$ cat config.mk
export PLATFORM = sky130hd
export DESIGN_NAME = yc_noc_ni
export DESIGN_NICKNAME = d
export VERILOG_FILES = /design/src/rtl/yc_noc_defs_pkg.sv /design/src/rtl/yc_noc_fifo.sv /design/src/rtl/yc_noc_ni.sv
export SDC_FILE = /design/constraint.sdc
export NUM_CORES = 1
export LEC_CHECK = 0
export BUFFER_PORTS_ARGS = -buffer_cell sky130_fd_sc_hd__buf_2
export CAP_MARGIN = 30
export CORE_MARGIN = 2
export CORE_UTILIZATION = 60
export CTS_BUF_LIST = sky130_fd_sc_hd__clkbuf_16
export CTS_CLUSTER_SIZE = 10
export DETAILED_ROUTE_END_ITERATION = 16
export HOLD_SLACK_MARGIN = 0.02
export PLACE_DENSITY = 0.85
export SETUP_SLACK_MARGIN = 0.3
export SLEW_MARGIN = 25
export SYNTH_ARGS = -nofsm -noshare
export SYNTH_HDL_FRONTEND = slang
export SYNTH_HIERARCHICAL = 1
export SYNTH_SLANG_ARGS = --single-unit
$ cat constraint.sdc
create_clock -name clk -period 7.82 [get_ports clk]
set_input_delay 1.173 -clock clk [delete_from_list [all_inputs] [get_ports clk]]
set_output_delay 1.173 -clock clk [all_outputs]
set_load 0.02 [all_outputs]
$ cat src/rtl/yc_noc_defs_pkg.sv
// Shared NoC flit format and field helpers for the mesh network interface.
package yc_noc_defs;

    localparam int COORD_W   = 3;
    localparam int PAYLOAD_W = 16;

    typedef struct packed {
        logic [COORD_W-1:0]   dst_x;
        logic [COORD_W-1:0]   dst_y;
        logic [COORD_W-1:0]   src_x;
        logic [COORD_W-1:0]   src_y;
        logic [PAYLOAD_W-1:0] payload;
    } flit_t;

    localparam int FLIT_W = $bits(flit_t);

    function automatic logic [COORD_W-1:0] get_dst_x(input flit_t f);
        return f.dst_x;
    endfunction

    function automatic logic [COORD_W-1:0] get_dst_y(input flit_t f);
        return f.dst_y;
    endfunction

    function automatic logic [COORD_W-1:0] get_src_x(input flit_t f);
        return f.src_x;
    endfunction

    function automatic logic [COORD_W-1:0] get_src_y(input flit_t f);
        return f.src_y;
    endfunction

    function automatic logic [PAYLOAD_W-1:0] get_payload(input flit_t f);
        return f.payload;
    endfunction

    function automatic flit_t make_flit(
        input logic [COORD_W-1:0]   dx,
        input logic [COORD_W-1:0]   dy,
        input logic [COORD_W-1:0]   sx,
        input logic [COORD_W-1:0]   sy,
        input logic [PAYLOAD_W-1:0] data
    );
        flit_t f;
        f.dst_x   = dx;
        f.dst_y   = dy;
        f.src_x   = sx;
        f.src_y   = sy;
        f.payload = data;
        return f;
    endfunction

endpackage

$ cat src/rtl/yc_noc_fifo.sv
// Registered FIFO with occupancy count; the extra count bit separates full from empty.
module yc_noc_fifo #(
    parameter int W     = 8,
    parameter int DEPTH = 4
) (
    input  logic                   clk,
    input  logic                   rst_n,
    input  logic                   push,
    input  logic [W-1:0]           push_data,
    input  logic                   pop,
    output logic [W-1:0]           head,
    output logic                   full,
    output logic                   empty,
    output logic [$clog2(DEPTH):0] count
);
    localparam int AW = $clog2(DEPTH);

    logic [W-1:0]  mem [DEPTH];
    logic [AW-1:0] wr_ptr;
    logic [AW-1:0] rd_ptr;
    logic          do_push;
    logic          do_pop;

    assign full    = (count == (AW+1)'(DEPTH));
    assign empty   = (count == '0);
    assign do_push = push && !full;
    assign do_pop  = pop && !empty;
    assign head    = mem[rd_ptr];

    always_ff @(posedge clk) begin
        if (!rst_n) begin
            wr_ptr <= '0;
            rd_ptr <= '0;
            count  <= '0;
        end else begin
            if (do_push) wr_ptr <= wr_ptr + 1'b1;
            if (do_pop)  rd_ptr <= rd_ptr + 1'b1;
            count <= count + (AW+1)'(do_push) - (AW+1)'(do_pop);
        end
    end

    // Storage needs no reset: entries are only visible once count covers them.
    always_ff @(posedge clk) begin
        if (do_push) mem[wr_ptr] <= push_data;
    end

endmodule

$ cat src/rtl/yc_noc_ni.sv
// Mesh node network interface: packs core requests into flits for the router L port
// and delivers correctly addressed ejected flits back to the core.
module yc_noc_ni
    import yc_noc_defs::*;
#(
    parameter int X_ID     = 0,
    parameter int Y_ID     = 0,
    parameter int TX_DEPTH = 4,
    parameter int RX_DEPTH = 4
) (
    input  logic                      clk,
    input  logic                      rst_n,
    input  logic                      tx_valid,
    output logic                      tx_ready,
    input  logic [COORD_W-1:0]        tx_dst_x,
    input  logic [COORD_W-1:0]        tx_dst_y,
    input  logic [PAYLOAD_W-1:0]      tx_data,
    output logic                      inj_valid,
    output logic [FLIT_W-1:0]         inj_flit,
    input  logic                      inj_ready,
    input  logic                      ej_valid,
    input  logic [FLIT_W-1:0]         ej_flit,
    output logic                      ej_ready,
    output logic                      rx_valid,
    input  logic                      rx_ready,
    output logic [COORD_W-1:0]        rx_src_x,
    output logic [COORD_W-1:0]        rx_src_y,
    output logic [PAYLOAD_W-1:0]      rx_data,
    output logic [$clog2(TX_DEPTH):0] tx_count,
    output logic [$clog2(RX_DEPTH):0] rx_count,
    output logic [15:0]               misroute_cnt,
    output logic                      err_misroute
);
    localparam int RX_W = 2*COORD_W + PAYLOAD_W;
    localparam logic [COORD_W-1:0] MY_X = COORD_W'(X_ID);
    localparam logic [COORD_W-1:0] MY_Y = COORD_W'(Y_ID);

    logic              tx_full, tx_empty, tx_push, tx_pop;
    logic              rx_full, rx_empty, rx_push, rx_pop;
    logic              ej_take, addr_ok;
    flit_t             tx_flit, ej_f;
    logic [RX_W-1:0]   rx_entry, rx_head;

    // Handshakes are gated by rst_n so nothing completes in a reset cycle.
    assign tx_ready  = rst_n && !tx_full;
    assign tx_push   = tx_valid && tx_ready;
    assign inj_valid = rst_n && !tx_empty;
    assign tx_pop    = inj_valid && inj_ready;
    assign tx_flit   = make_flit(tx_dst_x, tx_dst_y, MY_X, MY_Y, tx_data);

    yc_noc_fifo #(.W(FLIT_W), .DEPTH(TX_DEPTH)) u_tx_fifo (
        .clk       (clk),
        .rst_n     (rst_n),
        .push      (tx_push),
        .push_data (tx_flit),
        .pop       (tx_pop),
        .head      (inj_flit),
        .full      (tx_full),
        .empty     (tx_empty),
        .count     (tx_count)
    );

    assign ej_f     = flit_t'(ej_flit);
    assign ej_ready = rst_n && !rx_full;
    assign ej_take  = ej_valid && ej_ready;
    assign addr_ok  = (get_dst_x(ej_f) == MY_X) && (get_dst_y(ej_f) == MY_Y);
    assign rx_push  = ej_take && addr_ok;
    assign rx_entry = {get_src_x(ej_f), get_src_y(ej_f), get_payload(ej_f)};

    yc_noc_fifo #(.W(RX_W), .DEPTH(RX_DEPTH)) u_rx_fifo (
        .clk       (clk),
        .rst_n     (rst_n),
        .push      (rx_push),
        .push_data (rx_entry),
        .pop       (rx_pop),
        .head      (rx_head),
        .full      (rx_full),
        .empty     (rx_empty),
        .count     (rx_count)
    );

    assign rx_valid = rst_n && !rx_empty;
    assign rx_pop   = rx_valid && rx_ready;
    assign {rx_src_x, rx_src_y, rx_data} = rx_head;

    // Misaddressed flits are consumed and dropped; the counter saturates rather than wraps.
    always_ff @(posedge clk) begin
        if (!rst_n) begin
            misroute_cnt <= '0;
            err_misroute <= 1'b0;
        end else if (ej_take && !addr_ok) begin
            if (misroute_cnt != 16'hFFFF) misroute_cnt <= misroute_cnt + 16'd1;
            err_misroute <= 1'b1;
        end
    end

endmodule

Word-level counts from Yosys, hierarchy flattened
Memory sizes are Yosys's and may differ from the RTL's. A register that Yosys moved wholly into a read port is not among the register bits.
Cells that the tools add are included.
{"block": "word_totals", "reg_bits": 31, "ramBits": 176, "input_bits": 56, "wordCells": 55, "memories": 2}
{"name": "u_rx_fifo.mem", "words": 4, "word_bits": 22, "rd": 1, "rd_clocked_by_memory_dff": 1, "wr": 1, "line_no": "yc_noc_fifo.sv:18", "text": "logic [W-1:0] mem [DEPTH];"}
{"name": "u_tx_fifo.mem", "words": 4, "word_bits": 22, "rd": 1, "rd_clocked_by_memory_dff": 1, "wr": 1, "line_no": "yc_noc_fifo.sv:18"}
{"block": "classes", "addsub": 9, "eq_ne": 3, "mux": 8, "reduce_logical": 25}
{"cell": "adder 16 x 1 -> 16 bit (second input constant)", "n": 1}
{"cell": "!= test 16 bit (second input constant)", "n": 1}
{"cell": "logical AND 1 bit", "n": 15}
{"cell": "zero test 3 bit", "n": 4}
{"cell": "adder 2 x 1 -> 2 bit (second input constant)", "n": 4}
{"cell": "2-to-1 mux 2 bit", "n": 4}
{"cell": "adder 3 x 1 -> 3 bit", "n": 2}
{"cell": "== test 3 bit (second input constant)", "n": 2}
{"cell": "subtractor 3 x 1 -> 3 bit", "n": 2}
{"cell": "zero test 1 bit", "n": 5}
{"cell": "2-to-1 mux 1 bit", "n": 4}
{"cell": "AND reduction 2 bit", "n": 1}

Depth between registers and ports, before layout
{"block": "depth", "ltp_word": 8, "ltp_mapped": 13, "depth_no_buf": 12}

Modules after synthesis
The synthesis kept the hierarchy.
{"module": "yc_noc_fifo at u_tx_fifo", "n_inst": 1, "cells_each": 197, "area_each_um2": 4575.6}
{"module": "yc_noc_fifo at u_rx_fifo", "n_inst": 1, "cells_each": 165, "area_each_um2": 3669.8}
{"module": "yc_noc_ni", "n_inst": 1, "cells_each": 101, "area_each_um2": 882.1}

Worst setup path before layout
OpenSTA, ideal clock, no wires.
{"block": "synth_timing", "path_type": "input-to-reg", "start": "in rst_n", "end": "reg u_tx_fifo.count[2]", "setup_time_ns": 0.115, "t_arrival_ns": 3.418, "required_ns": 7.705, "path_slack_ns": 4.287, "cell_stages": 13, "path_buffers": 1, "cell_sequence": "clkinv_1 > nor2_1 > and2_1 > nor2b_1 > buf_2 > inv_1 > ha_1 > inv_1 > ha_1 > fa_1 > xnor2_1 > xnor2_1 > and2_1"}
{"block": "synth_via", "elab_chain_len": 5, "word_cells_on_any_way": 8, "classes_between": "add/sub: 2; reduce/logical: 6"}
{"element": "from (decl)", "line_no": "yc_noc_ni.sv:12", "text": "input logic rst_n,"}
{"element": "logical AND 1 bit", "line_no": "yc_noc_ni.sv:45", "text": "assign tx_ready = rst_n && !tx_full;"}
{"element": "net tx_ready", "line_no": "yc_noc_ni.sv:14", "text": "output logic tx_ready,"}
{"element": "logical AND 1 bit", "line_no": "yc_noc_ni.sv:46", "text": "assign tx_push = tx_valid && tx_ready;"}
{"element": "net tx_push", "line_no": "yc_noc_ni.sv:38", "text": "logic tx_full, tx_empty, tx_push, tx_pop;"}
{"element": "logical AND 1 bit", "line_no": "yc_noc_fifo.sv:26", "text": "assign do_push = push && !full;"}
{"element": "adder 3 x 1 -> 3 bit", "line_no": "yc_noc_fifo.sv:38", "text": "count <= count + (AW+1)'(do_push) - (AW+1)'(do_pop);"}
{"element": "subtractor 3 x 1 -> 3 bit", "line_no": "yc_noc_fifo.sv:38"}
{"element": "to (signal assigned)", "line_no": "yc_noc_fifo.sv:38"}
{"element": "to (decl)", "line_no": "yc_noc_fifo.sv:14", "text": "output logic [$clog2(DEPTH):0] count"}
The timed path passes the listed nets, and every way through them passes these cells.
A chain may end at the register's enable or synchronous reset.

Final worst setup path
{"block": "layout_timing", "start": "in rst_n", "end": "reg u_tx_fifo.count[2]"}
{"block": "layout_via", "elab_chain_len": 5, "word_cells_on_any_way": 8, "classes_between": "add/sub: 2; reduce/logical: 6"}
{"element": "logical AND 1 bit", "line_no": "yc_noc_ni.sv:45"}
{"element": "logical AND 1 bit", "line_no": "yc_noc_ni.sv:46"}
{"element": "net tx_push", "line_no": "yc_noc_ni.sv:38"}
{"element": "logical AND 1 bit", "line_no": "yc_noc_fifo.sv:26"}
{"element": "adder 3 x 1 -> 3 bit", "line_no": "yc_noc_fifo.sv:38"}
{"element": "subtractor 3 x 1 -> 3 bit", "line_no": "yc_noc_fifo.sv:38"}
The timed path passes the listed nets, and every way through them passes these cells.

==> metrics.txt <==
outcome=finished, final reports clean; cell count after placement=797; Fin Hold WS=0.486 ns; horizontal die dimension=127 um; Util after Layout=71.7%; number of primary I/O pins=133; number of DRC markers after the initial detailed-route iteration=294; count of endpoints failing hold in the final timing report=0; router iterations before antenna repair=4; flops & latches, synth=235; setup repair after global routing missed its margin=no; time the worst path needs with I/O delays and setup=3.79 ns; total design power=2.73 mW; master cell of the clock root buffer=sky130_fd_sc_hd__clkbuf_16; max-slew violation total from the final report=0; Reg area=6710 um2; FP Rows=45; most frequently used flop master after synthesis=sky130_fd_sc_hd__edfxtp_1; share of synthesized registers carrying an async set or reset=0%; Sinks on Clock Net=235; Max Root-Sink Buffers=3; max-cap violation count=0; required time of the critical path=8.22 ns; synthesized area per cell=19.7 um2; wire length per cell=20.1 um; clock latency reported for the late side of the worst-skew pair=0.51 ns; floorplan die area=16200 um2; library cell with the highest instance count after synthesis=sky130_fd_sc_hd__edfxtp_1; final period utilization=48.5%; biggest area contributors in the synthesized netlist=sky130_fd_sc_hd__edfxtp_1 66%, sky130_fd_sc_hd__mux4_2 9.9%, sky130_fd_sc_hd__dfxtp_1 7.7%; CTS tree=done; worst slew margin relative to its limit=57.3%; startpoint class of the critical path=input port; vias per cell=5.66; post-CTS setup repair buffer count=0; layout cells sized above 1=34.5%; worst vdd ir=0.169 mV; Worst Setup Path Type=input port to flip-flop; Post-DP HPWL=10.3 mm; Critical Path End Type=flip-flop; antenna violations before repair=2; clock-pin slew of the registers on the worst-case setup and hold paths=0.05 ns; Crit path largest cell delay=0.46 ns; fraction of the yosys area taken by sequential cells=73.5%; Highest Clock Rate=264 MHz; leftover overflow at the end of global routing=0; worst slew pin tran=0.641 ns; Routed Wire Length=16.8 mm; Diodes inserted=0; hold-fix buffers at CTS=0; combined area of the multi-input logic cells=2340 um2; share of the synthesized area in the top cell type=65.8%; buffers added on ports=132; Cells after Synth=463; remaining design rule violation count=0; total of endpoints with negative setup slack in the final report=0; CP cell instances=buf_2 -> clkinv_1 -> nor2_1 -> and2_1 -> nor2b_1 -> inv_1 -> ha_1 -> inv_1 -> ha_1 -> fa_1 -> xnor2_1 -> xnor2_1 -> and2_1; kind of cell with the highest combined delay on the critical path=buffers and inverters; core region area=15000 um2; worst clock skew=0.0173 ns; worst path buffer plus inverter count=4; htree depth=1; Total GRT Usage=20.9%; number of nets still failing antenna checks after routing=0; count of non-filler cells in the finished layout=835; Post-layout nets=709; most instantiated cells after synthesis=200 x sky130_fd_sc_hd__edfxtp_1, 40 x sky130_fd_sc_hd__mux4_2, 35 x sky130_fd_sc_hd__dfxtp_1, 28 x sky130_fd_sc_hd__nand2_1, 17 x sky130_fd_sc_hd__and2_1; largest net degree at the start of global routing=36; critical path's slowest cell=sky130_fd_sc_hd__buf_2; number of vias in the routed layout=4730; number of gates resized after cts=0; Area Overhead vs Synth=18.1%; maximum net fanout on the critical path=35; power density over the cells=253 nW/um2; cell taking the most area after synthesis=sky130_fd_sc_hd__edfxtp_1; die height=127 um; number of fill cells in the layout=934; Min-Delay Path Class=flip-flop to flip-flop; Synth cell types=41; arrival time reported for the critical path endpoint=4.20 ns; Sum Neg Setup Slack=0 ns; number of buffers inserted during clock tree synthesis=27; Yosys Warn Count=6; synthesized area=9130 um2; vias in the first global route=4878; initial core utilization=60.7%; Leakage=3.92 nW; first-pass GRT wire length=25.9 mm; placer congestion estimate=0.871; number of synthesized flops with an enable pin=200
## worst min-delay path: cells and delay by family (launching register included)
family | cells | cell delay, ns
flops | 1 | 0.30
compound gates | 2 | 0.14
## final cells by class
cell class,instances,share of cell area [%]
Clock buffer,27,6.27
Clock inverter,11,0.627
Inverter,13,0.453
Multi-Input combinational cell,223,21.7
Sequential cell,235,62.2
Tap cell,188,2.18
Timing Repair Buffer,138,6.55
## stage by stage
stage          setup slack (ns)  instance area (um2)
2_1_floorplan              4.29                 9210
3_3_place_gp               3.67                10000
3_5_place_dp               3.50                10000
4_1_cts                    4.03                10800
5_1_grt                    3.73                10800
6_report                   4.03                10800
## flip-flops by register name, indices dropped and copies added (netlist names), named ones only
register,count
u_tx_fifo/rd_ptr,2
u_rx_fifo/count,3
u_rx_fifo/wr_ptr,2
u_rx_fifo/rd_ptr,2
u_rx_fifo/mem,88
u_tx_fifo/mem,112
err_misroute,1
u_tx_fifo/wr_ptr,2
u_tx_fifo/count,3
misroute_cnt,16
## cell families (layout without fill, tap and decap cells)
kind of cell    Yosys count  in the layout  share of synthesized area [%]
mux                      62             62                           14.1
xor+xnor                  5              5                          0.480
buf+inv                  28            189                           1.92
other cells               1             24                         0.0411
fa+ha+maj                15             15                           2.22
compound gates           25             25                           2.00
simple gates             92             92                           5.80
flops                   235            235                           73.5
## layer usage
layer  vias up  GRT usage (%)  wire length, um
met4         4           5.69              414
li1       2173              -                -
met2       158           36.5             8850
met3        33           4.69              914
met5         -              0               27
met1      2362           27.0             6550
## path summary, 6_finish.rpt
kind | startpoint | to | slack (ns) | cells past startpoint
max | rst_n | u_tx_fifo/count[2]$_SDFF_PN0_ | 4.03 | 13
min | u_rx_fifo/rd_ptr[1]$_SDFFE_PN0P_ | flip-flop | 0.49 | 2
max reg2reg | u_rx_fifo/count[2]$_SDFF_PN0_ | u_rx_fifo/count[2]$_SDFF_PN0_ | 5.02 | 12
min reg2reg | u_rx_fifo/rd_ptr[1]$_SDFFE_PN0P_ | flip-flop | 0.49 | 2
## report_power, final
group          switching [mW]  internal [mW]
Clock                   0.432          0.641
Combinational           0.134         0.0916
Sequential             0.0242           1.41
## layout by cell type, fill, tap and decap left out, types with 2 or more instances in the layout
| cell type | instances |
|---|---|
| sky130_fd_sc_hd__a21boi_1 | 2 |
| sky130_fd_sc_hd__a21oi_1 | 3 |
| sky130_fd_sc_hd__and2_1 | 13 |
| sky130_fd_sc_hd__and2_2 | 4 |
| sky130_fd_sc_hd__and3_1 | 2 |
| sky130_fd_sc_hd__and4_4 | 2 |
| sky130_fd_sc_hd__buf_2 | 132 |
| sky130_fd_sc_hd__buf_4 | 6 |
| sky130_fd_sc_hd__clkbuf_16 | 27 |
| sky130_fd_sc_hd__conb_1 | 24 |
| sky130_fd_sc_hd__dfxtp_1 | 33 |
| sky130_fd_sc_hd__edfxtp_1 | 200 |
| sky130_fd_sc_hd__fa_1 | 2 |
| sky130_fd_sc_hd__ha_1 | 13 |
| sky130_fd_sc_hd__inv_1 | 22 |
| sky130_fd_sc_hd__mux2i_1 | 12 |
| sky130_fd_sc_hd__mux4_1 | 10 |
| sky130_fd_sc_hd__mux4_2 | 40 |
| sky130_fd_sc_hd__nand2_1 | 28 |
| sky130_fd_sc_hd__nand2b_1 | 2 |
| sky130_fd_sc_hd__nand3_1 | 4 |
| sky130_fd_sc_hd__nand3b_1 | 2 |
| sky130_fd_sc_hd__nand4_1 | 5 |
| sky130_fd_sc_hd__nand4bb_1 | 2 |
| sky130_fd_sc_hd__nor2_1 | 13 |
| sky130_fd_sc_hd__nor2b_1 | 4 |
| sky130_fd_sc_hd__nor3_2 | 2 |
| sky130_fd_sc_hd__nor3b_2 | 2 |
| sky130_fd_sc_hd__o211a_1 | 2 |
| sky130_fd_sc_hd__o211ai_1 | 3 |
| sky130_fd_sc_hd__o21ai_0 | 9 |
| sky130_fd_sc_hd__o31ai_1 | 3 |
| sky130_fd_sc_hd__or3_1 | 4 |
| sky130_fd_sc_hd__xnor2_1 | 5 |
Note: power is estimated with default switching activity, not from simulation.
